File: config.mk
export PLATFORM = sky130hd
export DESIGN_NAME = dvs_ravens_receiver
export DESIGN_NICKNAME = d
export VERILOG_FILES = /design/src/rtl/dvs_ravens_receiver.sv
export SDC_FILE = /design/constraint.sdc
export NUM_CORES = 1
export LEC_CHECK = 0
export CORE_MARGIN = 2
export CORE_UTILIZATION = 52
export CTS_BUF_LIST = sky130_fd_sc_hd__clkbuf_4
export DETAILED_ROUTE_END_ITERATION = 6
export PLACE_DENSITY_LB_ADDON = 0.2
export SYNTH_ARGS = -nofsm -noshare
export SYNTH_HDL_FRONTEND = slang
export SYNTH_SLANG_ARGS = --single-unit
File: constraint.sdc
create_clock -name clk -period 2.25 [get_ports clk]
set_input_delay 0.3375 -clock clk [delete_from_list [all_inputs] [get_ports clk]]
set_output_delay 0.3375 -clock clk [all_outputs]
set_load 0.05 [all_outputs]
File: src/rtl/dvs_ravens_receiver.sv
// -----------------------------------------------------------------------------
// dvs_ravens_receiver
//   Decodes RAVENS packets (START / RUN / SPIKE) for a DVS front end. It keeps
//   the current timestep of a sim time and buffers decoded spikes, each tagged
//   with the timestep it arrived in, in a small registered FIFO.
//
// Ports
//   clk             rising-edge clock
//   rst_n           asynchronous active-low reset
//   pkt_valid       ravens_pkt carries a packet this cycle
//   ravens_pkt      {opcode[2:0], payload}
//   pkt_rdy         packet accepted when pkt_valid && pkt_rdy (low when FIFO full)
//   spike_valid     FIFO head holds a decoded spike
//   spike_rdy       consumer pops the head when spike_valid && spike_rdy
//   spike_payload   payload of the head spike (0 when empty)
//   spike_timestep  timestep the head spike arrived in (0 when empty)
//   sim_time_done   one-cycle pulse when a RUN completes the sim time
//   timestep        current timestep
//   err_cnt         saturating error count (only with DVS_RAVENS_RX_ERR_CNT_EN)
//
// Build option
//   DVS_RAVENS_RX_ERR_CNT_EN : adds err_cnt, counting accepted illegal opcodes
//                              and SPIKE/RUN packets accepted in WAIT_START.
//
// FSM states
//   state      | meaning
//   -----------+--------------------------------------------------------------
//   WAIT_START | idle between sim times; SPIKE and RUN are dropped
//   IN_SIM     | sim time running; SPIKEs are buffered, RUN advances timestep
// -----------------------------------------------------------------------------
module dvs_ravens_receiver #(
  parameter int SIM_TIME        = 15,
  parameter int FIFO_DEPTH      = 4,
  parameter int RAVENS_PKT_BITS = 11,
  parameter int TS_BITS         = $clog2(SIM_TIME + 1)
) (
  input  logic                       clk,
  input  logic                       rst_n,
  input  logic                       pkt_valid,
  input  logic [RAVENS_PKT_BITS-1:0] ravens_pkt,
  output logic                       pkt_rdy,
  output logic                       spike_valid,
  input  logic                       spike_rdy,
  output logic [RAVENS_PKT_BITS-4:0] spike_payload,
  output logic [TS_BITS-1:0]         spike_timestep,
  output logic                       sim_time_done,
`ifdef DVS_RAVENS_RX_ERR_CNT_EN
  output logic [7:0]                 err_cnt,
`endif
  output logic [TS_BITS-1:0]         timestep
);

  localparam int PW    = RAVENS_PKT_BITS - 3;
  localparam int PTR_W = (FIFO_DEPTH > 1) ? $clog2(FIFO_DEPTH) : 1;
  localparam int CNT_W = PTR_W + 1;
  // One bit wider than the wider operand so timestep + n never wraps.
  localparam int SUM_W = ((PW > TS_BITS) ? PW : TS_BITS) + 1;

  localparam logic [2:0] OP_SPIKE = 3'b000;
  localparam logic [2:0] OP_RUN   = 3'b001;
  localparam logic [2:0] OP_START = 3'b010;

  typedef enum logic {
    WAIT_START = 1'b0,
    IN_SIM     = 1'b1
  } state_t;

  state_t             state, state_nxt;
  logic [TS_BITS-1:0] ts_nxt;
  logic               done_nxt;
  logic               push;
  logic               pop;
  logic               accept;

  logic [2:0]         opcode;
  logic [PW-1:0]      payload;
  logic [SUM_W-1:0]   run_n;
  logic [SUM_W-1:0]   run_sum;

  logic [PW-1:0]      pay_mem [FIFO_DEPTH];
  logic [TS_BITS-1:0] ts_mem  [FIFO_DEPTH];
  logic [PTR_W-1:0]   wr_ptr;
  logic [PTR_W-1:0]   rd_ptr;
  logic [CNT_W-1:0]   fifo_cnt;

  assign opcode  = ravens_pkt[RAVENS_PKT_BITS-1 -: 3];
  assign payload = ravens_pkt[PW-1:0];
  assign accept  = pkt_valid && pkt_rdy;
  assign pop     = spike_valid && spike_rdy;

  // A RUN of 0 still advances one timestep.
  assign run_n   = (payload == '0) ? SUM_W'(1) : SUM_W'(payload);
  assign run_sum = SUM_W'(timestep) + run_n;

  // State register
  always_ff @(posedge clk or negedge rst_n) begin
    if (!rst_n) begin
      state         <= WAIT_START;
      timestep      <= '0;
      sim_time_done <= 1'b0;
    end else begin
      state         <= state_nxt;
      timestep      <= ts_nxt;
      sim_time_done <= done_nxt;
    end
  end

  // Next-state logic
  always_comb begin
    state_nxt = state;
    ts_nxt    = timestep;
    done_nxt  = 1'b0;
    push      = 1'b0;
    if (accept) begin
      case (opcode)
        OP_START: begin
          state_nxt = IN_SIM;
          ts_nxt    = '0;
        end
        OP_SPIKE: begin
          push = (state == IN_SIM);
        end
        OP_RUN: begin
          if (state == IN_SIM) begin
            if (run_sum >= SUM_W'(SIM_TIME)) begin
              state_nxt = WAIT_START;
              ts_nxt    = '0;
              done_nxt  = 1'b1;
            end else begin
              ts_nxt = run_sum[TS_BITS-1:0];
            end
          end
        end
        default: ;
      endcase
    end
  end

  // Outputs, all derived from registered state only
  always_comb begin
    pkt_rdy        = (fifo_cnt != CNT_W'(FIFO_DEPTH));
    spike_valid    = (fifo_cnt != '0);
    spike_payload  = '0;
    spike_timestep = '0;
    if (spike_valid) begin
      spike_payload  = pay_mem[rd_ptr];
      spike_timestep = ts_mem[rd_ptr];
    end
  end

  // FIFO control; pointers wrap naturally since depth is a power of two
  always_ff @(posedge clk or negedge rst_n) begin
    if (!rst_n) begin
      wr_ptr   <= '0;
      rd_ptr   <= '0;
      fifo_cnt <= '0;
    end else begin
      if (push) wr_ptr <= wr_ptr + PTR_W'(1);
      if (pop)  rd_ptr <= rd_ptr + PTR_W'(1);
      case ({push, pop})
        2'b10:   fifo_cnt <= fifo_cnt + CNT_W'(1);
        2'b01:   fifo_cnt <= fifo_cnt - CNT_W'(1);
        default: fifo_cnt <= fifo_cnt;
      endcase
    end
  end

  // Storage needs no reset: reads are masked while the FIFO is empty.
  always_ff @(posedge clk) begin
    if (push) begin
      pay_mem[wr_ptr] <= payload;
      ts_mem[wr_ptr]  <= timestep;
    end
  end

`ifdef DVS_RAVENS_RX_ERR_CNT_EN
  logic err_evt;

  assign err_evt = accept &&
                   ((opcode > OP_START) ||
                    ((state == WAIT_START) && ((opcode == OP_SPIKE) || (opcode == OP_RUN))));

  always_ff @(posedge clk or negedge rst_n) begin
    if (!rst_n) begin
      err_cnt <= '0;
    end else if (err_evt && (err_cnt != 8'hFF)) begin
      err_cnt <= err_cnt + 8'd1;
    end
  end
`endif

endmodule

# Word level (Yosys, flattened, before mapping)
# Memory sizes are Yosys's and may differ from the RTL's.
# Index checks and enable logic that the tools add are counted.
[word_totals] mem_count=2 ram_bits=48 register_bits=13 in_bits=15 elab_cells=47
[mem_list] name="pay_mem" depth=4 word_bits=8 read_ports=1 rd_ports_with_merged_regs=0 write_ports=1 line="80" text="logic [PW-1:0] pay_mem [FIFO_DEPTH];"
[mem_list] name="ts_mem" depth=4 word_bits=4 read_ports=1 rd_ports_with_merged_regs=0 write_ports=1 line="81" text="logic [TS_BITS-1:0] ts_mem [FIFO_DEPTH];"
[classes] n_lt_le_gt_ge=1 addsub=5 reduce_logical=9 n_mux=18 eq_ne=6
[op_table] op="8-bit two-way mux" count=2
[op_table] op="4-bit two-way mux" count=3
[op_table] op="1-bit two-way mux" count=10
[op_table] op="4-bit by 8-bit adder with 9-bit output" count=1
[op_table] op="9-bit by 4-bit greater-or-equal comparator with 1-bit output (second input constant)" count=1
[op_table] op="8-bit logical NOT" count=1
[op_table] op="4-bit case mux with 2 select lines" count=1
[op_table] op="3-bit case mux with 2 select lines" count=1
[op_table] op="2-bit by 1-bit adder with 2-bit output (second input constant)" count=2
[op_table] op="2-bit nonzero test" count=2
[op_table] op="3-bit by 1-bit adder with 3-bit output (second input constant)" count=1
[op_table] op="3-bit by 1-bit equality test with 1-bit output (second input constant)" count=1
[op_table] op="3-bit by 2-bit equality test with 1-bit output (second input constant)" count=1
[op_table] op="3-bit logical NOT" count=1
[op_table] op="3-bit inequality test (second input constant)" count=1
[op_table] op="3-bit AND reduction" count=1
[op_table] op="3-bit nonzero test" count=1
[op_table] op="3-bit by 1-bit subtractor with 3-bit output (second input constant)" count=1
[op_table] op="2-bit by 1-bit equality test with 1-bit output (second input constant)" count=1
[op_table] op="2-bit equality test (second input constant)" count=1
[op_table] op="1-bit logical AND" count=2
[op_table] op="2-bit inequality test (second input constant)" count=1
[op_table] op="1-bit case mux with 2 select lines" count=1
[op_table] op="2-bit AND reduction" count=1

# Longest topological paths before layout
[logic_depth] depth_word=8 mapped_depth=10

# Worst setup path before layout
# Ideal clock, no wire load.
[synth_path] path_type="reg-to-reg" from="register fifo_cnt[0]" to="register fifo_cnt[2]" synth_period_minus_slack_ns=2.540 required_time_ns=2.171 slack_ns=-0.290 path_stages_with_launch=11 t_arrival_ns=2.461 path_cell_list="dfrtp_1 -> or3b_1 -> and3b_4 -> nor3b_4 -> inv_1 -> ha_1 -> inv_1 -> fa_1 -> xor2_1 -> nor2_1 -> xor2_1"
[synth_via] elab_chain_len=5 word_cells_on_any_way=11 cone_classes="2 x add/sub; 3 x eq/ne; 2 x mux; 4 x reduce/logical"
[synth_rtl] item="from (decl)" line="84" text="logic [CNT_W-1:0] fifo_cnt;"
[synth_rtl] item="from (signal assigned)" line="161" text="2'b10: fifo_cnt <= fifo_cnt + CNT_W'(1);"
[synth_rtl] item="from (signal assigned)" line="162" text="2'b01: fifo_cnt <= fifo_cnt - CNT_W'(1);"
[synth_rtl] item="from (signal assigned)" line="163" text="default: fifo_cnt <= fifo_cnt;"
[synth_rtl] item="3-bit inequality test *" line="141" text="pkt_rdy = (fifo_cnt != CNT_W'(FIFO_DEPTH));"
[synth_rtl] item="via pkt_rdy" line="41" text="output logic pkt_rdy,"
[synth_rtl] item="1-bit logical AND *" line="88" text="assign accept = pkt_valid && pkt_rdy;"
[synth_rtl] item="1-bit two-way mux *" line="114" text="if (accept) begin"
[synth_rtl] item="2-bit by 1-bit equality test with 1-bit output / 2-bit equality test (equally long branches)" line="160" text="case ({push, pop})"
[synth_rtl] item="3-bit case mux with 2 select lines / 2-bit nonzero test (equally long branches)"
# The timed path passes the listed nets; every way through them passes the cells marked *.
# A chain may end at the register's enable or synchronous reset.

# Final worst setup path
[layout_path] from="input port ravens_pkt[7]" to="register state"
[layout_via] elab_chain_len=7
[layout_rtl] item="from (decl)" line="40" text="input logic [RAVENS_PKT_BITS-1:0] ravens_pkt,"
[layout_rtl] item="8-bit logical NOT" line="92" text="assign run_n = (payload == '0) ? SUM_W'(1) : SUM_W'(payload);"
[layout_rtl] item="8-bit two-way mux *" line="92"
[layout_rtl] item="4-bit by 8-bit adder with 9-bit output *" line="93" text="assign run_sum = SUM_W'(timestep) + run_n;"
[layout_rtl] item="9-bit by 4-bit greater-or-equal comparator with 1-bit output *" line="125" text="if (run_sum >= SUM_W'(SIM_TIME)) begin"
[layout_rtl] item="1-bit two-way mux *" line="125"
[layout_rtl] item="1-bit two-way mux *" line="124" text="if (state == IN_SIM) begin"
[layout_rtl] item="1-bit case mux with 2 select lines *" line="115" text="case (opcode)"
[layout_rtl] item="to (signal assigned)" line="102" text="state <= state_nxt;"
[layout_rtl] item="to (decl)" line="68" text="state_t state, state_nxt;"
# Every way passes the cells marked *; elsewhere a longest branch is shown, timed or not.

==> results.md <==
* Outcome: completed
* Drt drc at 0
* Max Transition Viols Final at 0
* CORE AREA at 5110 sq um
* Syn nets at 194
* Initial antenna violation count at 0
* Area Overhead vs Synth at 32.9%
* Hold Path Cell Cnt at 1
* Final Skew at 0.0102 ns
* YS warnings at 0
* Initial Utilization at 53.8%
* Avg Cell Area, Syn at 16.4 sq um
* Largest net degree at the start of global routing at 15
* PwrDens at 1080 nW/um^2
* Hold Path End: pay_mem[0][5]$_DFFE_PP_
* Max cap viols at 0
* Post-synth ARST share at 21.3%
* Crit-path leading delay family: simple AND/OR/NAND/NOR gates
* Worst path slowest cell: fa_2
* Crit path buf inv count at 3
* FF+latch area at 1770 sq um
* Hold Crit Start: ravens_pkt[5]
* CTS H-tree depth at 3
* Worst r2r path cells at 10
* Routability cong. at 0.894
* Final Hold Viols at 0
* TNS Setup at 0 ns
* GR Overflow Total at 0
* Clk_lat worst skew at 0.39 ns
* TritonCTS clock tree: yes
* Clock-pin slew on the worst setup and hold paths at 0.10 ns
* RSZ-0062 raised after global routing: yes
* Die span in x at 76.7 um
* Number of flops mapped to enable cells by yosys at 48
* Total track usage at 21.3%
* CP Capture Type: flop
* Synthesized netlist cell count at 168
* Post-DRT Antenna Nets at 0
* Vias in the first global route at 1860
* CTS max path bufs at 2
* Yosys cell types at 40
* Die Ht at 76.7 um
* Diodes inserted at 0
* Slew @ Worst Pin at 0.642 ns
* Max frequency at 0.448 GHz
* Top cells by area, synth: edfxtp_1 52%, dfrtp_1 12%, mux4_2 9.8%
* Fill count at 346
* Die ar. at 5880 sq um
* Most numerous cell in the Yosys netlist: edfxtp_1
* Max incr delay on CP at 0.46 ns
* Synthesis-stage register bit count at 61
* Critical Path Stages at 12
* Final count of negative-setup-slack endpoints at 0
* Worst min path class: in -> reg
* Global-route wire length before repair at 9.32 mm
* Routed WL per cell at 17.9 um
* # IOs at 34
* Most frequent cells after synthesis: 48 x edfxtp_1, 17 x and2_1, 13 x dfrtp_1
* Via count at 1695
* Max transition margin at 57.1%
* Hold-fix buffers, CTS at 0
* Leak at 1.40 nW
* R2R Setup Slk at 0.02 ns
* Crit Path Class: in -> reg
* Floorplan row count at 26
* Area share of the largest cell type after synthesis at 52.5%
* NumNets Final at 269
* CTS buffer count at 9
* Crit path launch type: primary input
* Post-layout minimum cycle time at 2.23 ns
* Total Routed Length at 5.70 mm
* Port Buffers at 33
* CTS sink count at 61
* Worst path required time at 2.54 ns
* Leading area contributor after synthesis: edfxtp_1
* Root Driver: clkbuf_4
* Dpl hpwl at 3.91 mm
* CP arrival at 2.52 ns
* Reg2reg end: fifo_cnt[2]$_DFFE_PN0P_
* Pwr Total at 3.96 mW
* Most common flop cell mapped by yosys: edfxtp_1
* Drt first pass iters at 4
* Crit path max fanout at 4
* Sequential share of the synthesized area at 64.3%
* Layout cells sized above 1 at 42.3%
* Crit share post-route at 99.2%
* Number of DRC markers in iteration 0 at 101
* CP Cell Sequence: buf_2 -> nor3_4 -> buf_4 -> a21o_1 -> ha_2 -> inv_2 -> fa_2 -> nor3b_2 -> and3_1 -> o21ai_2 -> and3_4 -> o31a_2
* Via-to-Cell Ratio at 5.33
* Critical R2R Launch: fifo_cnt[0]$_DFFE_PN0P_
* Worst VDD drop at 0.000627 V
* Multi-input gate area at 1000 sq um
* Synth Cell Area at 2750 sq um
## final cells by class
type	count	share of cell area [%]
multi-input cells	92	27.5
well taps	70	2.40
flip-flops and latches	61	48.4
clock buffers	9	1.85
inverters	10	1.03
clock inverters	7	1.54
repair buffers	69	17.3
## cells in the final DEF, fill, tap and decap left out, types with 6 or more instances in the layout
master,count
inv_1,8
nand2_1,6
clkdlybuf4s50_1,11
dfrtp_1,12
clkbuf_4,9
ha_1,7
mux4_2,12
edfxtp_1,48
buf_2,6
buf_4,40
and2_1,17
## what timing repair did
item,CTS,global route
setup endpoints to repair,20,18
setup buffers,3,1
resized for setup,33,15
pin swaps,12,2
cloned,0,1
endpoints found under the hold margin,0,0
## how the worst max path moves through the flow
| stage | from | slack, ns | endpoint |
|---|---|---|---|
| 3_5_place_dp | ravens_pkt[5] | -0.93 | state$_DFFE_PN0P_ |
| 4_1_cts | fifo_cnt[0]$_DFFE_PN0P_ | 0.00001 | fifo_cnt[2]$_DFFE_PN0P_ |
| 3_3_place_gp | ravens_pkt[5] | -0.87 | state$_DFFE_PN0P_ |
| 6_report | ravens_pkt[7] | 0.02 | state$_DFFE_PN0P_ |
| 5_1_grt | fifo_cnt[0]$_DFFE_PN0P_ | -0.11 | fifo_cnt[2]$_DFFE_PN0P_ |
| 2_1_floorplan | ravens_pkt[1] | -0.16 | state$_DFFE_PN0P_ |
## cell families (layout without fill, tap and decap cells)
kind of cell	Yosys count	in the layout	share of synthesized area [%]
adder cells (fa/ha/maj)	11	11	5.56
buffers and inverters	15	95	2.41
AND/OR/NAND/NOR	42	42	10.2
XOR/XNOR	8	8	2.55
multiplexers	13	13	10.2
AO/OA/AOI/OAI	18	18	4.74
flip-flops	61	61	64.3
## power by group
part | leakage [nW] | internal [mW] | switching [mW]
Clock | 0.0720 | 0.322 | 0.374
Combinational | 0.745 | 0.813 | 1.09
Sequential | 0.585 | 1.31 | 0.0495
Total | 1.40 | 2.44 | 1.52
## state kept, by name (all words and copies together), names as in the netlist
name           flops
rd_ptr             2
wr_ptr             2
sim_time_done      1
state              1
ts_mem            16
timestep           4
fifo_cnt           3
pay_mem           32
## layer usage
layer / global-route usage, % / share of wire, % / up-vias
met5: 0 / 0 / -
met4: 9.64 / 1.6 / 0
met3: 4.47 / 4.3 / 11
met2: 36.4 / 52 / 49
met1: 26.0 / 42 / 848
li1: - / - / 787
## through the flow
step	std cells	hold WS (ns)	cell area [sq um]	worst slack, ns	util (%)
2_1_floorplan	168	0.0419	2780	-0.160	-
3_3_place_gp	297	0.527	3420	-0.868	66.9
3_5_place_dp	297	0.557	3420	-0.927	66.9
4_1_cts	316	0.174	3560	0.0000127	69.6
5_1_grt	318	0.193	3650	-0.106	71.5
6_report	318	0.208	3650	0.0175	71.5
(Power assumes the default switching activity.)
